**src/rtl/pipe_pkg.sv**
```systemverilog
// Shared encodings for the pipeline hazard controller: FSM states, forward selects, flush mask.
// Pure declarations; no logic of its own.
package pipe_pkg;

    typedef enum logic [1:0] {
        ST_RUN   = 2'b00,
        ST_LDUSE = 2'b01,
        ST_MWAIT = 2'b10,
        ST_FLUSH = 2'b11
    } state_t;

    localparam logic [1:0] FWD_RF     = 2'b00;
    localparam logic [1:0] FWD_EX     = 2'b01;
    localparam logic [1:0] FWD_MEMALU = 2'b10;
    localparam logic [1:0] FWD_MEMLD  = 2'b11;

    // bit0 IF/ID, bit1 ID/EX, bit2 EX/MEM; squash the youngest 'depth' stages
    function automatic logic [2:0] flush_mask(input int depth);
        logic [2:0] m;
        for (int i = 0; i < 3; i++) begin
            m[i] = (i < depth);
        end
        return m;
    endfunction

endpackage

```
**src/rtl/fwd_sel.sv**
```systemverilog
// Operand forward select for one ID source register; purely combinational.
// EX wins over MEM; an EX load cannot forward yet and reads the regfile while the stall covers it.
module fwd_sel
    import pipe_pkg::*;
#(
    parameter int REG_AW = 5
) (
    input  logic              i_use,
    input  logic [REG_AW-1:0] i_src,
    input  logic [REG_AW-1:0] i_ex_wn,
    input  logic              i_ex_wreg,
    input  logic              i_ex_m2reg,
    input  logic [REG_AW-1:0] i_mem_wn,
    input  logic              i_mem_wreg,
    input  logic              i_mem_m2reg,
    output logic [1:0]        o_sel
);

    logic w_ex_hit;
    logic w_mem_hit;

    assign w_ex_hit  = i_use && i_ex_wreg  && (i_ex_wn  != '0) && (i_src == i_ex_wn);
    assign w_mem_hit = i_use && i_mem_wreg && (i_mem_wn != '0) && (i_src == i_mem_wn);

    always_comb begin
        o_sel = FWD_RF;
        if (w_ex_hit) begin
            o_sel = i_ex_m2reg ? FWD_RF : FWD_EX;
        end else if (w_mem_hit) begin
            o_sel = i_mem_m2reg ? FWD_MEMLD : FWD_MEMALU;
        end
    end

endmodule

```
**src/rtl/pipe_hazard_ctl.sv**
```systemverilog
// 5-stage pipeline hazard control: forwarding, load-use bubble, memory-wait freeze, branch flush.
// All control outputs are Mealy in the decision cycle; only state and stall_cnt are registered.
module pipe_hazard_ctl
    import pipe_pkg::*;
#(
    parameter int REG_AW      = 5,
    parameter int FLUSH_DEPTH = 3,
    parameter int CNT_W       = 16
) (
    input  logic              clk,
    input  logic              clrn,
    input  logic [REG_AW-1:0] id_rs,
    input  logic [REG_AW-1:0] id_rt,
    input  logic              id_use_rs,
    input  logic              id_use_rt,
    input  logic [REG_AW-1:0] ex_wn,
    input  logic [REG_AW-1:0] mem_wn,
    input  logic              ex_wreg,
    input  logic              mem_wreg,
    input  logic              ex_m2reg,
    input  logic              mem_m2reg,
    input  logic              mem_ready,
    input  logic              br_taken,
    output logic [1:0]        fwd_a,
    output logic [1:0]        fwd_b,
    output logic              pc_we,
    output logic              ifid_we,
    output logic              idex_bubble,
    output logic [2:0]        flush,
    output logic              freeze,
    output logic [1:0]        state,
    output logic [CNT_W-1:0]  stall_cnt
);

    localparam logic [2:0] C_FLUSH_MASK = flush_mask(FLUSH_DEPTH);

    state_t             r_state;
    state_t             w_next;
    logic [CNT_W-1:0]   r_stall_cnt;
    logic               w_load_use;
    logic               w_mem_wait;

    fwd_sel #(.REG_AW(REG_AW)) u_fwd_a (
        .i_use       (id_use_rs),
        .i_src       (id_rs),
        .i_ex_wn     (ex_wn),
        .i_ex_wreg   (ex_wreg),
        .i_ex_m2reg  (ex_m2reg),
        .i_mem_wn    (mem_wn),
        .i_mem_wreg  (mem_wreg),
        .i_mem_m2reg (mem_m2reg),
        .o_sel       (fwd_a)
    );

    fwd_sel #(.REG_AW(REG_AW)) u_fwd_b (
        .i_use       (id_use_rt),
        .i_src       (id_rt),
        .i_ex_wn     (ex_wn),
        .i_ex_wreg   (ex_wreg),
        .i_ex_m2reg  (ex_m2reg),
        .i_mem_wn    (mem_wn),
        .i_mem_wreg  (mem_wreg),
        .i_mem_m2reg (mem_m2reg),
        .o_sel       (fwd_b)
    );

    assign w_load_use = ex_m2reg && ex_wreg && (ex_wn != '0) &&
                        ((id_use_rs && (id_rs == ex_wn)) || (id_use_rt && (id_rt == ex_wn)));

    // Data memory holds mem_ready high whenever MEM has no load/store outstanding,
    // so a low level always means the MEM access has not completed.
    assign w_mem_wait = !mem_ready;

    // Priority: memory wait > taken branch > load-use. In LDUSE the load has moved
    // to MEM, so a stale EX view of it must not raise a second bubble.
    always_comb begin
        w_next      = ST_RUN;
        pc_we       = 1'b1;
        ifid_we     = 1'b1;
        idex_bubble = 1'b0;
        flush       = 3'b000;
        freeze      = 1'b0;
        if (w_mem_wait) begin
            w_next  = ST_MWAIT;
            pc_we   = 1'b0;
            ifid_we = 1'b0;
            freeze  = 1'b1;
        end else if (br_taken) begin
            w_next = ST_FLUSH;
            flush  = C_FLUSH_MASK;
        end else if (w_load_use && (r_state != ST_LDUSE)) begin
            w_next      = ST_LDUSE;
            pc_we       = 1'b0;
            ifid_we     = 1'b0;
            idex_bubble = 1'b1;
        end
    end

    always_ff @(posedge clk or negedge clrn) begin
        if (!clrn) begin
            r_state     <= ST_RUN;
            r_stall_cnt <= '0;
        end else begin
            r_state <= w_next;
            if (!pc_we && (r_stall_cnt != '1)) begin
                r_stall_cnt <= r_stall_cnt + CNT_W'(1);
            end
        end
    end

    assign state     = r_state;
    assign stall_cnt = r_stall_cnt;

endmodule
```
**config.mk**
```make
export PLATFORM = sky130hd
export DESIGN_NAME = pipe_hazard_ctl
export DESIGN_NICKNAME = d
export VERILOG_FILES = /design/src/rtl/pipe_pkg.sv /design/src/rtl/fwd_sel.sv /design/src/rtl/pipe_hazard_ctl.sv
export SDC_FILE = /design/constraint.sdc
export NUM_CORES = 1
export LEC_CHECK = 0
export BUFFER_PORTS_ARGS = -buffer_cell sky130_fd_sc_hd__buf_2
export CAP_MARGIN = 10
export CORE_MARGIN = 2
export CORE_UTILIZATION = 35
export DETAILED_ROUTE_END_ITERATION = 10
export PLACE_DENSITY = 0.67
export SYNTH_ARGS = -nofsm -noshare
export SYNTH_HDL_FRONTEND = slang
export SYNTH_SLANG_ARGS = --single-unit
export TNS_END_PERCENT = 10
```
**constraint.sdc**
```tcl
create_clock -name clk -period 2.3 [get_ports clk]
set_input_delay 0.345 -clock clk [delete_from_list [all_inputs] [get_ports clk]]
set_output_delay 0.345 -clock clk [all_outputs]
set_load 0.005 [all_outputs]
```
==> results of run 1 <==
synthesized netlist by cell type:
cell type | n | area share (%)
inv_1 | 4 | 1.2
nor4_1 | 5 | 2.5
and2_1 | 1 | 0.50
a32o_1 | 1 | 0.81
o21a_4 | 1 | 1.2
ha_1 | 1 | 1.0
nand3_4 | 1 | 1.4
xor2_1 | 29 | 20
nor4_4 | 1 | 1.7
and3_1 | 3 | 1.5
dfrtp_1 | 18 | 36
nor4b_1 | 2 | 1.4
nand2_1 | 10 | 3.0
xnor2_1 | 4 | 2.8
or4_1 | 2 | 1.2
mux2_2 | 3 | 2.7
and3_2 | 1 | 0.61
mux2i_1 | 1 | 0.81
or3_1 | 2 | 1.0
a211oi_1 | 1 | 0.61
nor3_1 | 7 | 2.8
nor3b_1 | 3 | 1.8
nor2b_1 | 1 | 0.50
o21ai_0 | 2 | 0.81
nand2b_1 | 1 | 0.50
nor2_1 | 7 | 2.1
nor4b_2 | 1 | 1.2
nand3_1 | 6 | 2.4
o21ai_2 | 1 | 0.71
nor4_2 | 1 | 1.0
a21oi_1 | 1 | 0.40
buf_4 | 3 | 1.8
buf_6 | 1 | 0.91
metal layers:
layer	part of all wire, %	vias up
met3	7.2	2
met1	46	487
li1	-	571
met5	0	-
met4	0.28	0
met2	46	48
stage by stage:
stage	instance area, um^2	hold slack (ns)
3_3_place_gp	1600	0.296
5_1_grt	1640	0.281
6_report	1640	0.271
3_5_place_dp	1600	0.303
2_1_floorplan	1240	0.0494
4_1_cts	1630	0.269
registers in the layout, indices dropped and copies added (netlist names):
| name | flops |
|---|---|
| stall_cnt | 16 |
| state | 2 |
path summary, 6_finish.rpt:
check                                      to  depth (start not counted)
worst max-delay path                 fwd_b[0]                          7
worst max register to register  stall_cnt[15]                          7
worst min register to register   stall_cnt[8]                          1
worst min-delay path                 state[1]                          2
max in group asynchronous        stall_cnt[9]                          2
min in group asynchronous        stall_cnt[4]                          2
area by class of cell:
cell class / count / area, um^2
clock buffers: 3 / 22.5
repair buffers: 65 / 345
inverters: 4 / 15.0
flip-flops and latches: 18 / 450
fillers: 352 / 1730
multi-input cells: 100 / 746
well taps: 46 / 57.6
cell families after synthesis:
| group | synth area share, % |
|---|---|
| adder cells (fa/ha/maj) | 1.01 |
| AND/OR/NAND/NOR | 27.3 |
| buffers and inverters | 3.93 |
| flip-flops | 36.3 |
| multiplexers | 3.53 |
| AO/OA/AOI/OAI | 4.54 |
| XOR/XNOR | 23.3 |
report_power, final:
| part | switching, uW | total (uW) | internal (uW) |
|---|---|---|---|
| Sequential | 86.5 | 481 | 395 |
| Clock | 90.8 | 151 | 60.7 |
| Combinational | 147 | 314 | 167 |
critical path, cell delays in order:
cell and delay, ns:
buf_2 0.12, or4_1 0.53, o21ai_0 0.23, inv_1 0.13, a211oi_2 0.28, a32o_1 0.16, buf_2 0.11
timing repair:
item	4_1_cts	5_1_grt
endpoints found under the hold margin	18	0
hold buffers	1	0
setup endpoints to repair	0	1
gates resized for setup	0	1
cells in the final DEF (no fill, tap or decap), types with 2 or more instances in the layout:
| cell | n |
|---|---|
| clkbuf_4 | 3 |
| xor2_1 | 29 |
| mux2_2 | 3 |
| nand3_1 | 6 |
| or3_1 | 2 |
| nor4b_1 | 2 |
| buf_2 | 58 |
| nor3b_1 | 3 |
| xnor2_1 | 4 |
| nor4_1 | 5 |
| nor3_1 | 7 |
| buf_4 | 6 |
| or4_1 | 2 |
| nor2_1 | 7 |
| and3_1 | 3 |
| inv_1 | 4 |
| dfrtp_1 | 18 |
| nand2_1 | 10 |
| o21ai_0 | 2 |
==> flow_summary_export.csv, run 1 <==
group,metric,value,unit
global_route,grt_busiest_layer,"met2",
sta,hold_viol,0,
place,place_ws,-0.0157,ns
drt,via_count,1108,
critical_path,cp.required,1.96,ns
sta,final.setup.tns,0,ns
place,dpl.hpwl,2.28,mm
power,worst_ir_drop_vdd,0.503,mV
global_route,grt_usage,14.0,%
finish,fin_util,48.7,%
logic_synthesis,ys_seq_elements,18,
finish,layoutNonFillerInstCount,236,
global_route,grtUsageMet1,17.3,%
sta,rsz0062_at_grt,"false",
outcome,status,"completed",
sta,setup_viol,0,
logic_synthesis,synth_fp_nets,157,
critical_path,regToRegSetupSlack,0.24,ns
sta,finalMaxSlewViolations,0,
place,portBuffers,58,
clock_network,clock_sinks,18,
global_route,grt_max_degree,19,
die,die_x,63.5,um
die,dieArea,4030,um^2
drt,drc_errors,0,
die,num_rows,21,
sta,max_clock_freq,444,MHz
clock_network,clock_path_buffers,2,
drt,drt.antenna.violating_nets,0,
global_route,grtUsageMet3,3.04,%
die,io_pins,59,
sta,fin_crit_sh,98.0,%
drt,drt_pass1_iterations,4,
critical_path,arrival,1.91,ns
critical_path,rr_startpoint,"stall_cnt[0]",
power,leakage,0.000800,uW
place,dp_cells,232,
logic_synthesis,ys_warn_count,0,
global_route,grt_pass1_vias,1102,
global_route,antenna_found_initial,0,
logic_synthesis,syn_inst,126,
critical_path,path_class,"in -> out",
sta,worstMarginPinSlew,0.443,ns
sta,slew-limit-headroom,70.2,%
logic_synthesis,synth.cell_area,1240,um^2
power,power,946,uW
finish,final_nets,223,
logic_synthesis,syn_area_per_cell,9.84,um^2
place,gp_congestion,0.782,
clock_network,cts.clk_slew.worst_paths,0.10,ns
hold_path,worstHoldStart,"mem_ready",
clock_network,cts-root-buf,"clkbuf_4",
critical_path,crit_start,"ex_wn[0]",
global_route,grt_overflow_total,0,
global_route,use_met2,24.6,%
finish,drive_gt1_share,41.1,%
critical_path,cp_max_fo,3,
logic_synthesis,synth_cell_types,33,
die,core,3360,um^2
logic_synthesis,ys_seq_area_share,36.3,%
critical_path,cp-start-kind,"input port",
die,die_h,63.5,um
critical_path,cp-end-kind,"primary output",
global_route,grt_pass1_wl,4.63,mm
clock_network,insertion_delay,0.28,ns
clock_network,cts-htree-levels,1,
clock_network,cts_setup_buffers,0,
finish,area_growth,32.0,%
drt,drtIter0Drc,53,
sta,fin_crit,2.25,ns
drt,totalWireLength,2.84,mm
clock_network,cts_tree,"yes",
finish,antenna_cells,0,
drt,vias_per_cell,4.69,
hold_path,holdCritPathClass,"in -> reg",
sta,setup_slack,0.0453,ns
run,maxCapViolations,0,
drt,wire_per_inst,12.1,um
power,power_density,578,nW/um^2
sta,clock_skew,0.00367,ns
die,initial_utilization,36.9,%
clock_network,numCtsBuffers,3,
Power figures use the tool's default switching activity.
==> inputs of run 2 (changes only) <==
MAX_ROUTING_LAYER = met4   (was not set)
==> flow_summary_export.csv, run 2 (synthesis results as in run 1) <==
group,metric,value,unit
run,maxCapViolations,0,
global_route,grt_max_degree,19,
sta,fin_crit_sh,98.0,%
clock_network,insertion_delay,0.28,ns
die,dieArea,4030,um^2
finish,antenna_cells,0,
critical_path,cp-start-kind,"input port",
drt,via_count,1108,
die,io_pins,59,
finish,drive_gt1_share,41.1,%
clock_network,cts-root-buf,"clkbuf_4",
drt,vias_per_cell,4.69,
critical_path,cp_max_fo,3,
finish,largest_reg_flops,16,
place,dpl.hpwl,2.28,mm
hold_path,holdCritPathClass,"in -> reg",
global_route,grt_usage,14.4,%
drt,drc_errors,0,
clock_network,cts_tree,"yes",
die,initial_utilization,36.9,%
finish,layout_common_cells,"58 x buf_2, 29 x xor2_1, 18 x dfrtp_1",
clock_network,cts-htree-levels,1,
sta,setup_viol,0,
place,portBuffers,58,
critical_path,cp-end-kind,"primary output",
power,power,946,uW
critical_path,arrival,1.91,ns
drt,totalWireLength,2.84,mm
sta,clock_skew,0.00376,ns
clock_network,cts.clk_slew.worst_paths,0.10,ns
outcome,status,"completed",
place,dp_cells,232,
sta,final.setup.tns,0,ns
sta,fin_crit,2.25,ns
sta,slew-limit-headroom,70.2,%
drt,drtIter0Drc,53,
finish,layoutNonFillerInstCount,236,
sta,finalMaxSlewViolations,0,
drt,drt.antenna.violating_nets,0,
sta,max_clock_freq,444,MHz
power,leakage,0.000800,uW
clock_network,clock_sinks,18,
sta,rsz0062_at_grt,"false",
sta,worstMarginPinSlew,0.443,ns
die,die_h,63.5,um
finish,area_growth,32.0,%
power,power_density,578,nW/um^2
global_route,grt_pass1_wl,4.64,mm
die,core,3360,um^2
sta,hold_viol,0,
sta,hold_ws,0.271,ns
critical_path,path_class,"in -> out",
place,gp_congestion,0.793,
sta,setup_slack,0.0453,ns
power,worst_ir_drop_vdd,0.503,mV
die,num_rows,21,
critical_path,cp.required,1.96,ns
drt,wire_per_inst,12.1,um
drt,drt_pass1_iterations,4,
clock_network,clock_path_buffers,2,
clock_network,cts_setup_buffers,0,
finish,final_nets,223,
global_route,antenna_found_initial,0,
place,place_ws,-0.0157,ns
finish,final_common_cell,"buf_2",
global_route,grt_pass1_vias,1102,
die,die_x,63.5,um
clock_network,numCtsBuffers,3,
global_route,grt_overflow_total,0,
[run 2: cell counts in the layout (fill, tap and decap cells not counted)]
Identical to the previous run, type by type.
[run 2: metrics by stage]
stage | cell area, um^2 | util (%)
3_3_place_gp | 1600 | 47.5
6_report | 1640 | 48.7
4_1_cts | 1630 | 48.5
2_1_floorplan | 1240 | -
3_5_place_dp | 1600 | 47.5
5_1_grt | 1640 | 48.7
[run 2: worst paths after layout]
path	startpoint	end	slack [ns]	cells after the start
max	ex_wn[0]	fwd_b[0]	0.05	7
min	mem_ready	state[1]	0.27	2
min in group asynchronous	clrn	stall_cnt[4]	0.51	2
max in group asynchronous	clrn	stall_cnt[9]	1.51	2
min reg2reg	stall_cnt[8]	stall_cnt[8]	0.49	1
max reg2reg	stall_cnt[0]	stall_cnt[15]	0.24	7
[run 2: final cells by class]
cell class	count	area, um^2
clock buffers	3	22.5
fillers	352	1730
inverters	4	15.0
multi-input cells	100	746
flip-flops and latches	18	450
well taps	46	57.6
repair buffers	65	345
[run 2: power by group]
| group | internal [uW] | leakage, uW | switching (uW) |
|---|---|---|---|
| Sequential | 395 | 0.000219 | 86.5 |
| Combinational | 167 | 0.000567 | 147 |
| Clock | 60.7 | 0.0000138 | 90.7 |
| Total | 622 | 0.000800 | 324 |
[run 2: layer usage]
metal	vias up	track usage (%)	share of wire (%)
li1	571	-	-
met1	487	17.3	46
met2	48	24.6	46
met3	2	3.04	7.3
met4	0	3.26	0.28
met5	-	-	0
[run 2: critical path, stage by stage]
cell	delay [ns]
buf_2	0.12
or4_1	0.53
o21ai_0	0.23
inv_1	0.13
a211oi_2	0.28
a32o_1	0.16
buf_2	0.11
[run 2: timing repair]
item / in CTS / in global routing
resized for setup: 0 / 1
hold buffers: 1 / 0
hold endpoints to repair: 18 / 0
setup endpoints to repair: 0 / 1
==> inputs of run 3 (changes only) <==
==> constraint.sdc (replaced) <==
create_clock -name clk -period 2.3 [get_ports clk]
set_input_delay 0.23 -clock clk [delete_from_list [all_inputs] [get_ports clk]]
set_output_delay 0.23 -clock clk [all_outputs]
set_load 0.005 [all_outputs]
==> flow_summary_export.csv, run 3 (synthesis results as in run 1) <==
group,metric,value,unit
outcome,status,"completed",
clock_network,cts.clk_slew.worst_paths,0.09,ns
critical_path,cp.required,2.07,ns
power,swShare,33.4,%
global_route,grt_max_degree,19,
finish,layoutNonFillerInstCount,232,
critical_path,cp_num_buf_inv,3,
critical_path,cp-end-kind,"primary output",
drt,drt.antenna.violating_nets,0,
finish,final_nets,219,
hold_path,holdCritPathClass,"in -> reg",
sta,slew-limit-headroom,72.7,%
drt,vias_per_cell,4.73,
critical_path,path_class,"in -> out",
global_route,grt_usage,13.9,%
global_route,grt_pass1_vias,1054,
die,core,3360,um^2
finish,multiInputGateArea,741,um^2
die,initial_utilization,36.9,%
global_route,antenna_found_initial,0,
sta,hold_viol,0,
drt,via_count,1098,
critical_path,cp_max_fo,3,
critical_path,cp-start-kind,"input port",
clock_network,cts_setup_buffers,0,
sta,setup_viol,0,
clock_network,cts_tree,"yes",
sta,hold_ws,0.154,ns
drt,drtIter0Drc,12,
drt,drc_errors,0,
sta,fin_crit,2.09,ns
drt,drt_pass1_iterations,4,
clock_network,insertion_delay,0.28,ns
clock_network,clock_path_buffers,2,
finish,layout_common_cells,"58 x buf_2, 29 x xor2_1, 18 x dfrtp_1",
place,dpl.hpwl,2.23,mm
clock_network,clock_sinks,18,
critical_path,crit_path_frequent_cell,"buf_2",
power,intPower,620,uW
drt,totalWireLength,2.69,mm
finish,antenna_cells,0,
die,num_rows,21,
finish,seq_area,450,um^2
power,power,931,uW
drt,wire_per_inst,11.6,um
critical_path,path_cells,"buf_2, or4_1, o21ai_0, inv_1, a211oi_1, a32o_1, buf_2",
power,power_frac_seq,51.4,%
run,maxCapViolations,0,
sta,fin_crit_sh,90.7,%
sta,max_clock_freq,479,MHz
critical_path,critPathSlowestCell,"or4_1",
finish,largest_reg_flops,16,
global_route,grt_pass1_wl,4.44,mm
critical_path,arrival,1.86,ns
clock_network,cts-root-buf,"clkbuf_4",
power,p_sw,311,uW
die,dieArea,4030,um^2
critical_path,slowest_delay,0.54,ns
sta,worstMarginPinSlew,0.410,ns
global_route,grt_overflow_total,0,
finish,drive_gt1_share,39.2,%
power,p_comb_share,32.9,%
finish,fin_util,47.6,%
sta,clock_skew,0.000541,ns
power,clkPwrFrac,15.7,%
finish,num-fill-cells,364,
clock_network,numCtsBuffers,3,
power,leakage,0.000780,uW
die,io_pins,59,
finish,area_growth,29.2,%
place,portBuffers,58,
finish,final_common_cell,"buf_2",
sta,rsz0062_at_grt,"false",
die,die_x,63.5,um
place,gp_congestion,0.758,
power,power_density,581,nW/um^2
sta,final.setup.tns,0,ns
clock_network,cts_resized,0,
die,die_h,63.5,um
power,worst_ir_drop_vdd,0.454,mV
clock_network,cts-htree-levels,1,
place,dp_cells,228,
critical_path,cp_top_family,"compound AO/OA/AOI/OAI gates",
sta,finalMaxSlewViolations,0,
[run 3: cell types whose count changed in the layout (fill, tap and decap cells not counted)]
cell	before	now
a211oi_1	0	1
a211oi_2	1	0
buf_4	6	2
[run 3: power groups by stage]
| stage | logic (uW) | clock network [uW] | registers [uW] |
|---|---|---|---|
| finish | 306 | 146 | 478 |
| global route | 347 | 171 | 493 |
| CTS | 311 | 159 | 480 |
| detailed placement | 307 | 0 | 487 |
| global placement | 306 | 0 | 486 |
| floorplan | 156 | 0 | 485 |
[run 3: routing by layer]
layer | GRT usage, % | vias to the layer above | wire length (um)
met2 | 22.8 | 46 | 1240
met3 | 3.21 | 2 | 240
met5 | - | - | 0
met4 | 4.08 | 0 | 17
met1 | 17.2 | 494 | 1200
li1 | - | 556 | -
[run 3: final cells by class]
type	count	share of cell area, %
clock buffers	3	1.41
inverters	4	0.937
well taps	46	3.59
multi-input cells	100	46.2
flip-flops and latches	18	28.1
repair buffers	61	19.7
[run 3: final timing paths]
path / startpoint / endpoint / slack, ns / cells past startpoint
max reg2reg: stall_cnt[0] / stall_cnt[15] / 0.24 / 7
max: ex_wn[0] / fwd_b[0] / 0.21 / 7
min reg2reg: stall_cnt[8] / stall_cnt[8] / 0.48 / 1
min: mem_ready / state[1] / 0.15 / 2
max in group asynchronous: clrn / stall_cnt[14] / 1.62 / 2
min in group asynchronous: clrn / stall_cnt[0] / 0.40 / 2
[run 3: through the flow]
| step | worst slack (ns) | instance area, um^2 |
|---|---|---|
| 6_report | 0.214 | 1600 |
| 5_1_grt | 0.0654 | 1600 |
| 4_1_cts | 0.210 | 1600 |
| 3_5_place_dp | 0.0690 | 1570 |
| 3_3_place_gp | 0.111 | 1570 |
| 2_1_floorplan | 0.382 | 1240 |
[run 3: timing repair]
action	4_1_cts	5_1_grt
endpoints found under the hold margin	18	0
setup endpoints to repair	0	0
hold buffers	1	0
